[src/rtl/detect_disp_pkg.sv]
// Shared constants for the detection counter display: segment patterns,
// digit strobe encodings and the counter width helper.
package detect_disp_pkg;

    localparam logic [6:0] SEG_DIGIT [0:9] = '{
        7'h3F, 7'h06, 7'h5B, 7'h4F, 7'h66,
        7'h6D, 7'h7D, 7'h07, 7'h7F, 7'h6F
    };
    localparam logic [6:0] SEG_DASH  = 7'h40;
    localparam logic [7:0] SEG_BLANK = 8'h00;
    localparam int unsigned DP_BIT   = 7;

    localparam logic [1:0] DIG_UNITS = 2'b01;
    localparam logic [1:0] DIG_TENS  = 2'b10;

    // Bits needed to hold values 0..n-1; never narrower than one bit.
    function automatic int unsigned cnt_width(input int unsigned n);
        return (n <= 2) ? 1 : $clog2(n);
    endfunction

endpackage

[src/rtl/detect_count_display_seg7_decode.sv]
// Combinational BCD nibble to 7-segment pattern (bit0=a .. bit6=g, active-high).
module seg7_decode
    import detect_disp_pkg::*;
(
    input  logic [3:0] bcd,
    output logic [6:0] seg
);

    always_comb begin
        seg = SEG_DASH;
        case (bcd)
            4'd0:    seg = SEG_DIGIT[0];
            4'd1:    seg = SEG_DIGIT[1];
            4'd2:    seg = SEG_DIGIT[2];
            4'd3:    seg = SEG_DIGIT[3];
            4'd4:    seg = SEG_DIGIT[4];
            4'd5:    seg = SEG_DIGIT[5];
            4'd6:    seg = SEG_DIGIT[6];
            4'd7:    seg = SEG_DIGIT[7];
            4'd8:    seg = SEG_DIGIT[8];
            4'd9:    seg = SEG_DIGIT[9];
            default: seg = SEG_DASH;
        endcase
    end

endmodule

[src/rtl/detect_count_display.sv]
// Counts rising edges of the detector match flag as two BCD digits and shows
// them on a time-multiplexed 7-segment display with a stretched decimal point.
module detect_count_display
    import detect_disp_pkg::*;
#(
    parameter int unsigned REFRESH_DIV = 1024,
    parameter int unsigned DP_STRETCH  = 4096
) (
    input  logic       clk,
    input  logic       rst,
    input  logic       ena,
    input  logic       det_in,
    input  logic       clr,
    output logic [7:0] seg_out,
    output logic [1:0] dig_sel,
    output logic [7:0] count_bcd,
    output logic       ovf
);

    localparam int unsigned REF_W = cnt_width(REFRESH_DIV);
    localparam int unsigned DP_W  = cnt_width(DP_STRETCH + 1);

    localparam logic [REF_W-1:0] REF_LAST = REF_W'(REFRESH_DIV - 1);
    localparam logic [DP_W-1:0]  DP_LOAD  = DP_W'(DP_STRETCH);

    if (REFRESH_DIV < 2) begin : g_bad_refresh
        $error("REFRESH_DIV must be at least 2");
    end
    if (DP_STRETCH < 1) begin : g_bad_stretch
        $error("DP_STRETCH must be at least 1");
    end

    logic [3:0]       units_q, units_d;
    logic [3:0]       tens_q, tens_d;
    logic             ovf_q, ovf_d;
    logic [1:0]       dig_sel_q, dig_sel_d;
    logic [REF_W-1:0] refresh_q, refresh_d;
    logic [DP_W-1:0]  dp_cnt_q, dp_cnt_d;
    logic             det_prev_q, det_prev_d;

    logic             rise;
    logic             dp_lit;
    logic [3:0]       disp_nibble;
    logic [6:0]       seg_pat;

    assign rise = det_in & ~det_prev_q;

    always_comb begin
        units_d    = units_q;
        tens_d     = tens_q;
        ovf_d      = ovf_q;
        dig_sel_d  = dig_sel_q;
        refresh_d  = refresh_q;
        dp_cnt_d   = dp_cnt_q;
        det_prev_d = det_prev_q;

        if (ena) begin
            det_prev_d = det_in;

            if (refresh_q == REF_LAST) begin
                refresh_d = '0;
                dig_sel_d = (dig_sel_q == DIG_UNITS) ? DIG_TENS : DIG_UNITS;
            end else begin
                refresh_d = refresh_q + REF_W'(1);
            end

            // clr wins over a coincident rise: that rise is dropped entirely.
            if (clr) begin
                units_d  = '0;
                tens_d   = '0;
                ovf_d    = 1'b0;
                dp_cnt_d = '0;
            end else if (rise) begin
                dp_cnt_d = DP_LOAD;
                if (units_q == 4'd9) begin
                    units_d = '0;
                    if (tens_q == 4'd9) begin
                        tens_d = '0;
                        ovf_d  = 1'b1;
                    end else begin
                        tens_d = tens_q + 4'd1;
                    end
                end else begin
                    units_d = units_q + 4'd1;
                end
            end else if (dp_cnt_q != '0) begin
                dp_cnt_d = dp_cnt_q - DP_W'(1);
            end
        end
    end

    always_ff @(posedge clk) begin
        if (rst) begin
            units_q    <= '0;
            tens_q     <= '0;
            ovf_q      <= 1'b0;
            dig_sel_q  <= DIG_UNITS;
            refresh_q  <= '0;
            dp_cnt_q   <= '0;
            det_prev_q <= 1'b0;
        end else begin
            units_q    <= units_d;
            tens_q     <= tens_d;
            ovf_q      <= ovf_d;
            dig_sel_q  <= dig_sel_d;
            refresh_q  <= refresh_d;
            dp_cnt_q   <= dp_cnt_d;
            det_prev_q <= det_prev_d;
        end
    end

    assign dp_lit      = (dp_cnt_q != '0);
    assign disp_nibble = (dig_sel_q == DIG_UNITS) ? units_q : tens_q;

    seg7_decode u_seg7_decode (
        .bcd (disp_nibble),
        .seg (seg_pat)
    );

    // Tens digit is blanked when zero and never shows the decimal point.
    always_comb begin
        seg_out = SEG_BLANK;
        if (dig_sel_q == DIG_UNITS) begin
            seg_out         = {1'b0, seg_pat};
            seg_out[DP_BIT] = dp_lit;
        end else if (tens_q != 4'd0) begin
            seg_out = {1'b0, seg_pat};
        end
    end

    assign dig_sel   = dig_sel_q;
    assign count_bcd = {tens_q, units_q};
    assign ovf       = ovf_q;

endmodule

[config.mk]
export PLATFORM = sky130hd
export DESIGN_NAME = detect_count_display
export DESIGN_NICKNAME = d
export VERILOG_FILES = /design/src/rtl/detect_disp_pkg.sv /design/src/rtl/detect_count_display_seg7_decode.sv /design/src/rtl/detect_count_display.sv
export SDC_FILE = /design/constraint.sdc
export NUM_CORES = 1
export LEC_CHECK = 0
export BUFFER_PORTS_ARGS = -buffer_cell sky130_fd_sc_hd__buf_4
export CAP_MARGIN = 40
export CORE_AREA = 10 10 52 95
export DETAILED_ROUTE_END_ITERATION = 10
export DIE_AREA = 0 0 62 105
export HOLD_SLACK_MARGIN = 0.12
export PLACE_DENSITY_LB_ADDON = 0.05
export SYNTH_ARGS = -nofsm -noshare
export SYNTH_HDL_FRONTEND = slang
export SYNTH_SLANG_ARGS = --single-unit
[constraint.sdc]
create_clock -name clk -period 3.47 [get_ports clk]
set_clock_uncertainty 0.15 [all_clocks]
set_input_delay 0.347 -clock clk [delete_from_list [all_inputs] [get_ports clk]]
set_output_delay 0.347 -clock clk [all_outputs]
set_load 0.01 [all_outputs]
==> results of run 1 <==
==> synthesized netlist by cell type, types with 6 or more instances <==
library cell,number
nor2_1,30
nor3_1,7
nand4_1,6
nand2_1,16
ha_1,10
xor2_1,15
o21ai_0,6
a21oi_1,13
inv_1,12
mux2i_1,7
nand3_1,11
dfxtp_1,35
==> power groups by stage <==
stage	sequential (mW)	clock (mW)	combinational, mW
after floorplan	0.470	0	0.267
after global placement	0.475	0	0.323
after detailed placement	0.476	0	0.327
after CTS	0.467	0.437	0.331
after global routing	0.472	0.453	0.368
final	0.467	0.433	0.330
==> cell type report <==
class                           count  share of cell area [%]
Multi-Input combinational cell    180                    52.8
Sequential cell                    35                    29.8
Timing Repair Buffer               23                    7.33
Clock buffer                        6                    3.08
Clock inverter                      2                    2.55
Tap cell                           48                    2.55
Inverter                           12                    1.91
==> flip-flops by register name (all words and copies together), names as in the netlist <==
name and flops:
tens_q 4, dig_sel 2, units_q 4, det_prev_q 1, refresh_q 10, dp_cnt_q 13
ovf 1
==> how the worst min path moves through the flow <==
stage	cells past startpoint	endpoint	from
6_report	3	det_prev_q	det_in
5_1_grt	2	ovf	clr
4_1_cts	3	det_prev_q	det_in
3_5_place_dp	1	refresh_q[9]	refresh_q[9]
3_3_place_gp	1	refresh_q[9]	refresh_q[9]
2_1_floorplan	1	ovf	clr
==> cell usage in the layout (no fill, tap or decap), drive strengths merged, types with 4 or more instances in the layout <==
master,instances
a211oi,4
nand4,6
ha,10
nand2,16
and3,4
mux2i,7
nor3,7
xor2,15
inv,12
nor2,30
a21oi,13
dfxtp,35
buf,23
a31oi,4
nand3,12
o211ai,5
o21ai,8
xnor2,4
clkbuf,6
==> cell families (layout without fill, tap and decap cells) <==
kind of cell	Yosys count	after routing	share of synthesized area [%]
simple gates	95	95	25.8
compound gates	48	48	16.9
flops	35	35	34.3
buf+inv	21	43	4.72
xor+xnor	19	19	8.15
fa+ha+maj	10	10	6.13
mux	8	8	3.99
==> critical path, stage by stage (launching register included) <==
cell	delay, ns
dfxtp_1	0.35
nand2b_1	0.36
mux2i_1	0.48
ha_1	0.32
inv_1	0.06
a21oi_1	0.05
a311oi_1	0.27
buf_4	0.17
==> metal layers <==
| metal | share of wire [%] | wire length (um) | up-vias |
|---|---|---|---|
| li1 | - | - | 890 |
| met1 | 40 | 1790 | 789 |
| met2 | 52 | 2330 | 30 |
| met3 | 5.0 | 221 | 11 |
| met4 | 2.6 | 116 | 0 |
| met5 | 0 | 0 | - |
==> stage by stage <==
| stage | hold WS (ns) | std cells | setup WS [ns] |
|---|---|---|---|
| after floorplan | 0.297 | 236 | 1.19 |
| after global placement | 0.321 | 298 | 0.964 |
| after detailed placement | 0.332 | 298 | 0.916 |
| after CTS | 0.160 | 306 | 0.607 |
| after global routing | 0.182 | 306 | 0.406 |
| final | 0.164 | 306 | 0.627 |
==> run metrics, run 1 <==
outcome finished, final reports clean; TNS Setup 0 ns; crit start category flip-flop; Clock Sink Count 35; top post-synthesis cells by area dfxtp_1, xor2_1, ha_1; insertion delay to the later sink of the worst-skew pair 0.29 ns; number of nets in the layout 272; Fin. Hold Viols 0; setup repair after global routing missed its margin no; Max-cap violations 0; WL per Instance 14.6 um; Yosys reg bits 35; GPL Wtd Cong 0.815; path depth of the worst reg2reg path 7; area leader, netlist dfxtp_1; Die X 62 um; CTS tree yes; GRT Overall Usage 14.4%; Reg-to-Reg End dp_cnt_q[8]; GRT Residual Overflow 0; sw frac 30.0%; DR vias 1720; drc violations 0; largest net degree at the start of global routing 25; Inserted Clock Buffers 5; final instance area 2350 um2; Via density 5.62; critical setup path kind flip-flop to output pin; Layout area overhead 15.4%; Power per Cell Area 523 nW/um2; met2 usage in global routing 25.3%; period utilization 81.9%; Reg2Reg Setup Slack 1.39 ns; clock power share 35.2%; antenna-violating nets left 0; Post-Route WL 4460 um; Die Height 105 um; Leak Pwr 0.968 nW; Initial DRT Pass Iterations 4; initial core utilization 59.7%; initial antenna violation count 0; Critical Path RT 2.97 ns; Highest Clock Rate 352 MHz; critical path arrival 2.35 ns; final max-slew violation count 0; share of post-route cells with drive strength above 1 18.6%; register area 701 um2; Worst Path Max Fanout 8; Flop pwr share 38.0%; First DRT Iteration DRCs 41; Setup Buffers After CTS 0; Hold Path Class input pin to flip-flop; CTS resizes 0; hold_buf cts 0; Gate Count Post-Synth 236; crit path capture seg_out[3]; core area 3420 um2; Final setup viols 0; CTS root buffer clkbuf_8; post-synthesis sequential area ratio 34.3%; Gate power share 26.8%; Tmin final 2.84 ns; Final Util 68.9%; top_reg_cell synth dfxtp_1; Worst slew margin 54.0%; number of global-route vias before repair 1674; M3 GR Usage 4.12%; area of the multi-input gates 1240 um2; Synth Cell Area 2040 um2; H-tree levels 2; GRT met1 Usage 14.8%; total power draw 1.23 mW; crit end category output pin; P_int 0.861 mW; DP Area 2220 um2; post-DP HPWL 3310 um; Cell variety after synth 53; I/O pins 24; Ys Warns 0; first-pass GRT wire length 7470 um; Syn Area/Cell 8.65 um2; port buffer count 23; syn_nets 251; post-synthesis async set-or-reset flop share 0%; Rows 30; worst slew pin tran 0.671 ns; # fillers 311; Worst-path clk slew 0.08 ns; clk buf depth 2; die area 6510 um2; worst setup path startpoint dig_sel[1]; area share of the largest cell type after synthesis 34.3%; Post-synth EDFFs 0; Crit Reg-Reg Startpoint dp_cnt_q[0]; worst vdd ir 0.454 mV; Switch Pwr 0.369 mW; layer with the highest usage met2; Ant. Diodes 0
Note: power is estimated with default switching activity, not from simulation.
==> inputs of run 2 (changes only) <==
--- a/config.mk
+++ b/config.mk
@@ -5,11 +5,12 @@
 export SDC_FILE = /design/constraint.sdc
 export NUM_CORES = 1
 export LEC_CHECK = 0
+export ABC_AREA = 1
 export BUFFER_PORTS_ARGS = -buffer_cell sky130_fd_sc_hd__buf_4
 export CAP_MARGIN = 40
-export CORE_AREA = 10 10 52 95
+export CORE_AREA = 10 10 54 98
 export DETAILED_ROUTE_END_ITERATION = 10
-export DIE_AREA = 0 0 62 105
+export DIE_AREA = 0 0 64 108
 export HOLD_SLACK_MARGIN = 0.12
 export PLACE_DENSITY_LB_ADDON = 0.05
 export SYNTH_ARGS = -nofsm -noshare
==> constraint.sdc (replaced) <==
create_clock -name clk -period 2.93 [get_ports clk]
set_clock_uncertainty 0.15 [all_clocks]
set_input_delay 0.293 -clock clk [delete_from_list [all_inputs] [get_ports clk]]
set_output_delay 0.293 -clock clk [all_outputs]
set_load 0.01 [all_outputs]
==> run metrics, run 2 <==
outcome finished, final reports clean; slowest library cell on the worst path dfxtp_1; Highest Clock Rate 394 MHz; hold_buf cts 1; setup repair after global routing missed its margin no; clk buf depth 2; Inserted Clock Buffers 5; share of post-route cells with drive strength above 1 18.3%; Critical Path RT 2.49 ns; Ant. Diodes 0; mux share of post-synthesis cell area 0%; antenna-violating nets left 0; CP cell instances inv_1 > nand2_1 > nand2_1 > o21ai_2 > inv_1 > ha_1 > a21oi_1 > nand2_1 > a21oi_1 > buf_4; Clock Sink Count 35; Worst Path Max Fanout 11; First DRT Iteration DRCs 43; critical setup path kind flip-flop to output pin; insertion delay to the later sink of the worst-skew pair 0.29 ns; total power draw 1.41 mW; crit end category output pin; top-count cell post-synth nand2_1; Synth Area in Adders 6.01%; area leader, netlist dfxtp_1; Post-synth EDFFs 0; worst hold margin 0.152 ns; post-synthesis sequential area ratio 33.7%; Initial DRT Pass Iterations 4; first-pass GRT wire length 8260 um; simple logic cell fraction of the synthesized area 36.9%; I/O pins 24; largest net degree at the start of global routing 15; Switch Pwr 0.465 mW; Max-cap violations 0; top_reg_cell synth dfxtp_1; final max-slew violation count 0; Final setup viols 0; Gate power share 29.7%; Rows 32; most frequent cells after synthesis nand2_1, nor2_1, inv_1, dfxtp_1, a21oi_1; Synth Cell Area 2080 um2; Synth Area in Compound Gates 12.1%; Largest regs dp_cnt_q: 13 flops, refresh_q: 10 flops; Via density 5.19; GRT Overall Usage 14.5%; Gate Count Post-Synth 306; number of flip-flops in the largest register 13; XOR/XNOR share of the synthesized area 1.68%; core area 3800 um2; commonest cells after routing, fill and taps aside nand2_1, nor2_1, inv_1; port buffer count 23; Die Height 108 um; Ys Warns 0; Worst-path clk slew 0.08 ns; TNS Setup 0 ns; Syn Area/Cell 6.80 um2; number of global-route vias before repair 1994; worst slew pin tran 0.425 ns; most common cell after layout, fill and taps aside nand2_1; Cell variety after synth 36; top post-synthesis cells by area dfxtp_1, nand2_1, nor2_1; Worst slew margin 71.6%; # fillers 373; Fin. Hold Viols 0; cell mode on critical path nand2_1; Leak Pwr 1.09 nW; largest family of logic cells by synthesized area simple AND/OR/NAND/NOR gates; number of nets in the layout 348; worst vdd ir 0.453 mV; H-tree levels 2; CTS root buffer clkbuf_8; post-DP HPWL 3840 um; syn_nets 321; P_int 0.941 mW; CTS resizes 0; critical path arrival 2.09 ns; area share of the largest cell type after synthesis 33.7%; post-synthesis async set-or-reset flop share 0%; sw frac 33.1%; Largest Register dp_cnt_q; WL per Instance 12.3 um; GRT Residual Overflow 0; GPL Wtd Cong 0.813; Flop pwr share 38.2%; die area 6910 um2; Die X 64 um; Power per Cell Area 582 nW/um2; Tmin final 2.54 ns; period utilization 86.5%; drc violations 0; Hold Path Class input pin to flip-flop; Yosys reg bits 35; Setup Buffers After CTS 0; CP peak stage delay 0.34 ns; Post-Route WL 4740 um; Layout area overhead 16.1%; CTS tree yes; initial antenna violation count 0; crit start category flip-flop; DR vias 1998; initial core utilization 54.7%; clock power share 32.0%
## run 2: final cells by class
type	count	area, um2	area share [%]
flip-flops and latches	35	701	29.0
inverters	45	171	7.10
repair buffers	24	183	7.56
clock inverters	2	35.0	1.45
well taps	51	63.8	2.64
clock buffers	6	82.6	3.42
multi-input cells	222	1180	48.8
## run 2: layer usage
layer / wire [um] / part of all wire, % / track usage (%)
met1: 1750 / 37 / 13.5
met5: 0 / 0 / 0
met2: 2750 / 58 / 28.3
met4: 108 / 2.3 / 6.76
met3: 127 / 2.7 / 3.32
## run 2: worst paths after layout
path	slack, ns	cells past startpoint	start	end
worst max-delay path	0.39	10	dig_sel[1]	seg_out[3]
worst min register to register	0.31	2	det_prev_q	det_prev_q
worst min-delay path	0.15	3	det_in	det_prev_q
worst max register to register	1.27	7	refresh_q[0]	dig_sel[1]
## run 2: critical path: cells and delay by family (launching register included)
kind / cells / cell delay [ns]
DFF: 1 / 0.34
adders and majority gates: 1 / 0.30
AOI/OAI and AO/OA: 3 / 0.37
and+or+nand+nor: 3 / 0.50
buffers and inverters: 3 / 0.29
## run 2: per-stage QoR
step	util, %	area [um2]	cells	worst slack [ns]
4_1_cts	63.5	2410	385	0.368
6_report	63.5	2410	385	0.394
3_5_place_dp	60.1	2290	376	0.687
2_1_floorplan	-	2080	306	0.903
3_3_place_gp	60.1	2290	376	0.776
5_1_grt	63.5	2410	385	0.163
## run 2: cell families (layout without fill, tap and decap cells)
family                     Yosys count  count (layout)
adders and majority gates           10              10
and+or+nand+nor                    164             164
buffers and inverters               49              77
AOI/OAI and AO/OA                   44              44
xor gates and xnor gates             4               4
DFF                                 35              35
## run 2: power groups by stage
stage	registers [mW]	clock network, mW	logic [mW]
final	0.537	0.450	0.418
after global routing	0.541	0.482	0.475
after CTS	0.538	0.461	0.424
after detailed placement	0.549	0	0.421
after global placement	0.547	0	0.416
after floorplan	0.543	0	0.327
==> inputs of run 3 (changes only) <==
--- a/config.mk
+++ b/config.mk
@@ -7,11 +7,11 @@
 export LEC_CHECK = 0
 export ABC_AREA = 1
 export BUFFER_PORTS_ARGS = -buffer_cell sky130_fd_sc_hd__buf_4
-export CAP_MARGIN = 40
 export CORE_AREA = 10 10 54 98
 export DETAILED_ROUTE_END_ITERATION = 10
 export DIE_AREA = 0 0 64 108
 export HOLD_SLACK_MARGIN = 0.12
+export MAX_ROUTING_LAYER = met4
 export PLACE_DENSITY_LB_ADDON = 0.05
 export SYNTH_ARGS = -nofsm -noshare
 export SYNTH_HDL_FRONTEND = slang
==> run metrics, run 3 (same netlist as run 2, synthesis figures left out) <==
Die X 64 um; largest net degree at the start of global routing 15; Power per Cell Area 582 nW/um2; GRT Overall Usage 14.9%; Worst slew margin 71.6%; worst hold margin 0.152 ns; I/O pins 24; Post-Route WL 4750 um; clk buf depth 2; Flop pwr share 38.2%; critical path arrival 2.10 ns; cell mode on critical path nand2_1; number of global-route vias before repair 1994; drc violations 0; Reg2Reg Setup Slack 1.27 ns; Via density 5.19; GRT Residual Overflow 0; die area 6910 um2; path depth of the worst reg2reg path 7; P_int 0.941 mW; Max-cap violations 0; Worst-path clk slew 0.08 ns; CTS root buffer clkbuf_8; Worst Path Max Fanout 11; hold_buf cts 1; initial antenna violation count 0; first-pass GRT wire length 8260 um; period utilization 86.6%; setup repair after global routing missed its margin no; GPL Wtd Cong 0.825; Reg-to-Reg End dig_sel[1]; First DRT Iteration DRCs 50; Die Height 108 um; Gate power share 29.7%; TNS Setup 0 ns; final instance area 2410 um2; DR vias 1997; outcome finished, final reports clean; Largest regs dp_cnt_q: 13 flops, refresh_q: 10 flops; clock power share 32.0%; commonest cells after routing, fill and taps aside nand2_1, nor2_1, inv_1; sw frac 33.1%; crit end category output pin; CP peak stage delay 0.34 ns; Leak Pwr 1.09 nW; Initial DRT Pass Iterations 4; Switch Pwr 0.465 mW; port buffer count 23; Critical Path RT 2.49 ns; Min-Delay Endpoint det_prev_q; Tmin final 2.54 ns; H-tree levels 2; worst hold start det_in; Final setup viols 0; Layout area overhead 16.1%; Largest Register dp_cnt_q; Rows 32; WL per Instance 12.3 um; final max-slew violation count 0; most common cell after layout, fill and taps aside nand2_1; Hold Crit Depth 3; number of flip-flops in the largest register 13; core area 3800 um2; Highest Clock Rate 394 MHz; DP Area 2290 um2; slowest library cell on the worst path dfxtp_1; initial core utilization 54.7%; CTS tree yes; number of nets in the layout 348; worst slew pin tran 0.425 ns; critical setup path kind flip-flop to output pin; Ant. Diodes 0; CTS resizes 0; Hold Path Class input pin to flip-flop; Crit Reg-Reg Startpoint refresh_q[0]; Setup Buffers After CTS 0; insertion delay to the later sink of the worst-skew pair 0.29 ns; Clock Sink Count 35; Inserted Clock Buffers 5; CP cell instances inv_1 > nand2_1 > nand2_1 > o21ai_2 > inv_1 > ha_1 > a21oi_1 > nand2_1 > a21oi_1 > buf_4; crit start category flip-flop; Fin. Hold Viols 0; worst vdd ir 0.453 mV; share of post-route cells with drive strength above 1 18.3%; antenna-violating nets left 0; post-DP HPWL 3840 um
==> run 3: per-stage QoR <==
| stage | instances | utilization, % | total power, mW | worst slack (ns) |
|---|---|---|---|---|
| 4_1_cts | 385 | 63.5 | 1.42 | 0.368 |
| 3_3_place_gp | 376 | 60.1 | 0.963 | 0.776 |
| 6_report | 385 | 63.5 | 1.41 | 0.392 |
| 3_5_place_dp | 376 | 60.1 | 0.970 | 0.687 |
| 2_1_floorplan | 306 | - | 0.869 | 0.903 |
| 5_1_grt | 385 | 63.5 | 1.50 | 0.163 |
==> run 3: critical path, delay by kind of cell, from the launching register on <==
| kind | cells | cell delay, ns |
|---|---|---|
| AND/OR/NAND/NOR | 3 | 0.50 |
| AO/OA/AOI/OAI | 3 | 0.37 |
| flip-flops | 1 | 0.34 |
| adder cells (fa/ha/maj) | 1 | 0.30 |
| buffers and inverters | 3 | 0.29 |
==> run 3: power by group through the flow <==
stage,clock network [mW],registers (mW),logic (mW)
floorplan,0,0.543,0.327
global placement,0,0.547,0.416
detailed placement,0,0.549,0.421
CTS,0.461,0.538,0.424
global route,0.482,0.541,0.475
finish,0.450,0.537,0.418
==> run 3: worst max-delay path by stage <==
stage,startpoint,to,slack (ns)
6_report,dig_sel[1],seg_out[3],0.39
3_5_place_dp,dig_sel[1],seg_out[3],0.69
3_3_place_gp,dig_sel[1],seg_out[3],0.78
2_1_floorplan,dig_sel[1],seg_out[3],0.90
4_1_cts,dig_sel[1],seg_out[3],0.37
5_1_grt,dig_sel[1],seg_out[3],0.16
==> run 3: layer usage <==
| layer | wire [um] | up-vias | track usage (%) |
|---|---|---|---|
| met4 | 108 | 0 | 6.76 |
| met1 | 1780 | 929 | 13.7 |
| met3 | 102 | 9 | 3.01 |
| li1 | - | 1024 | - |
| met5 | 0 | - | - |
| met2 | 2760 | 35 | 28.3 |
==> run 3: area by class of cell <==
type,count,area [um2]
inverters,45,171
fillers,373,1390
clock buffers,6,82.6
well taps,51,63.8
multi-input cells,222,1180
repair buffers,24,183
flip-flops and latches,35,701
clock inverters,2,35.0
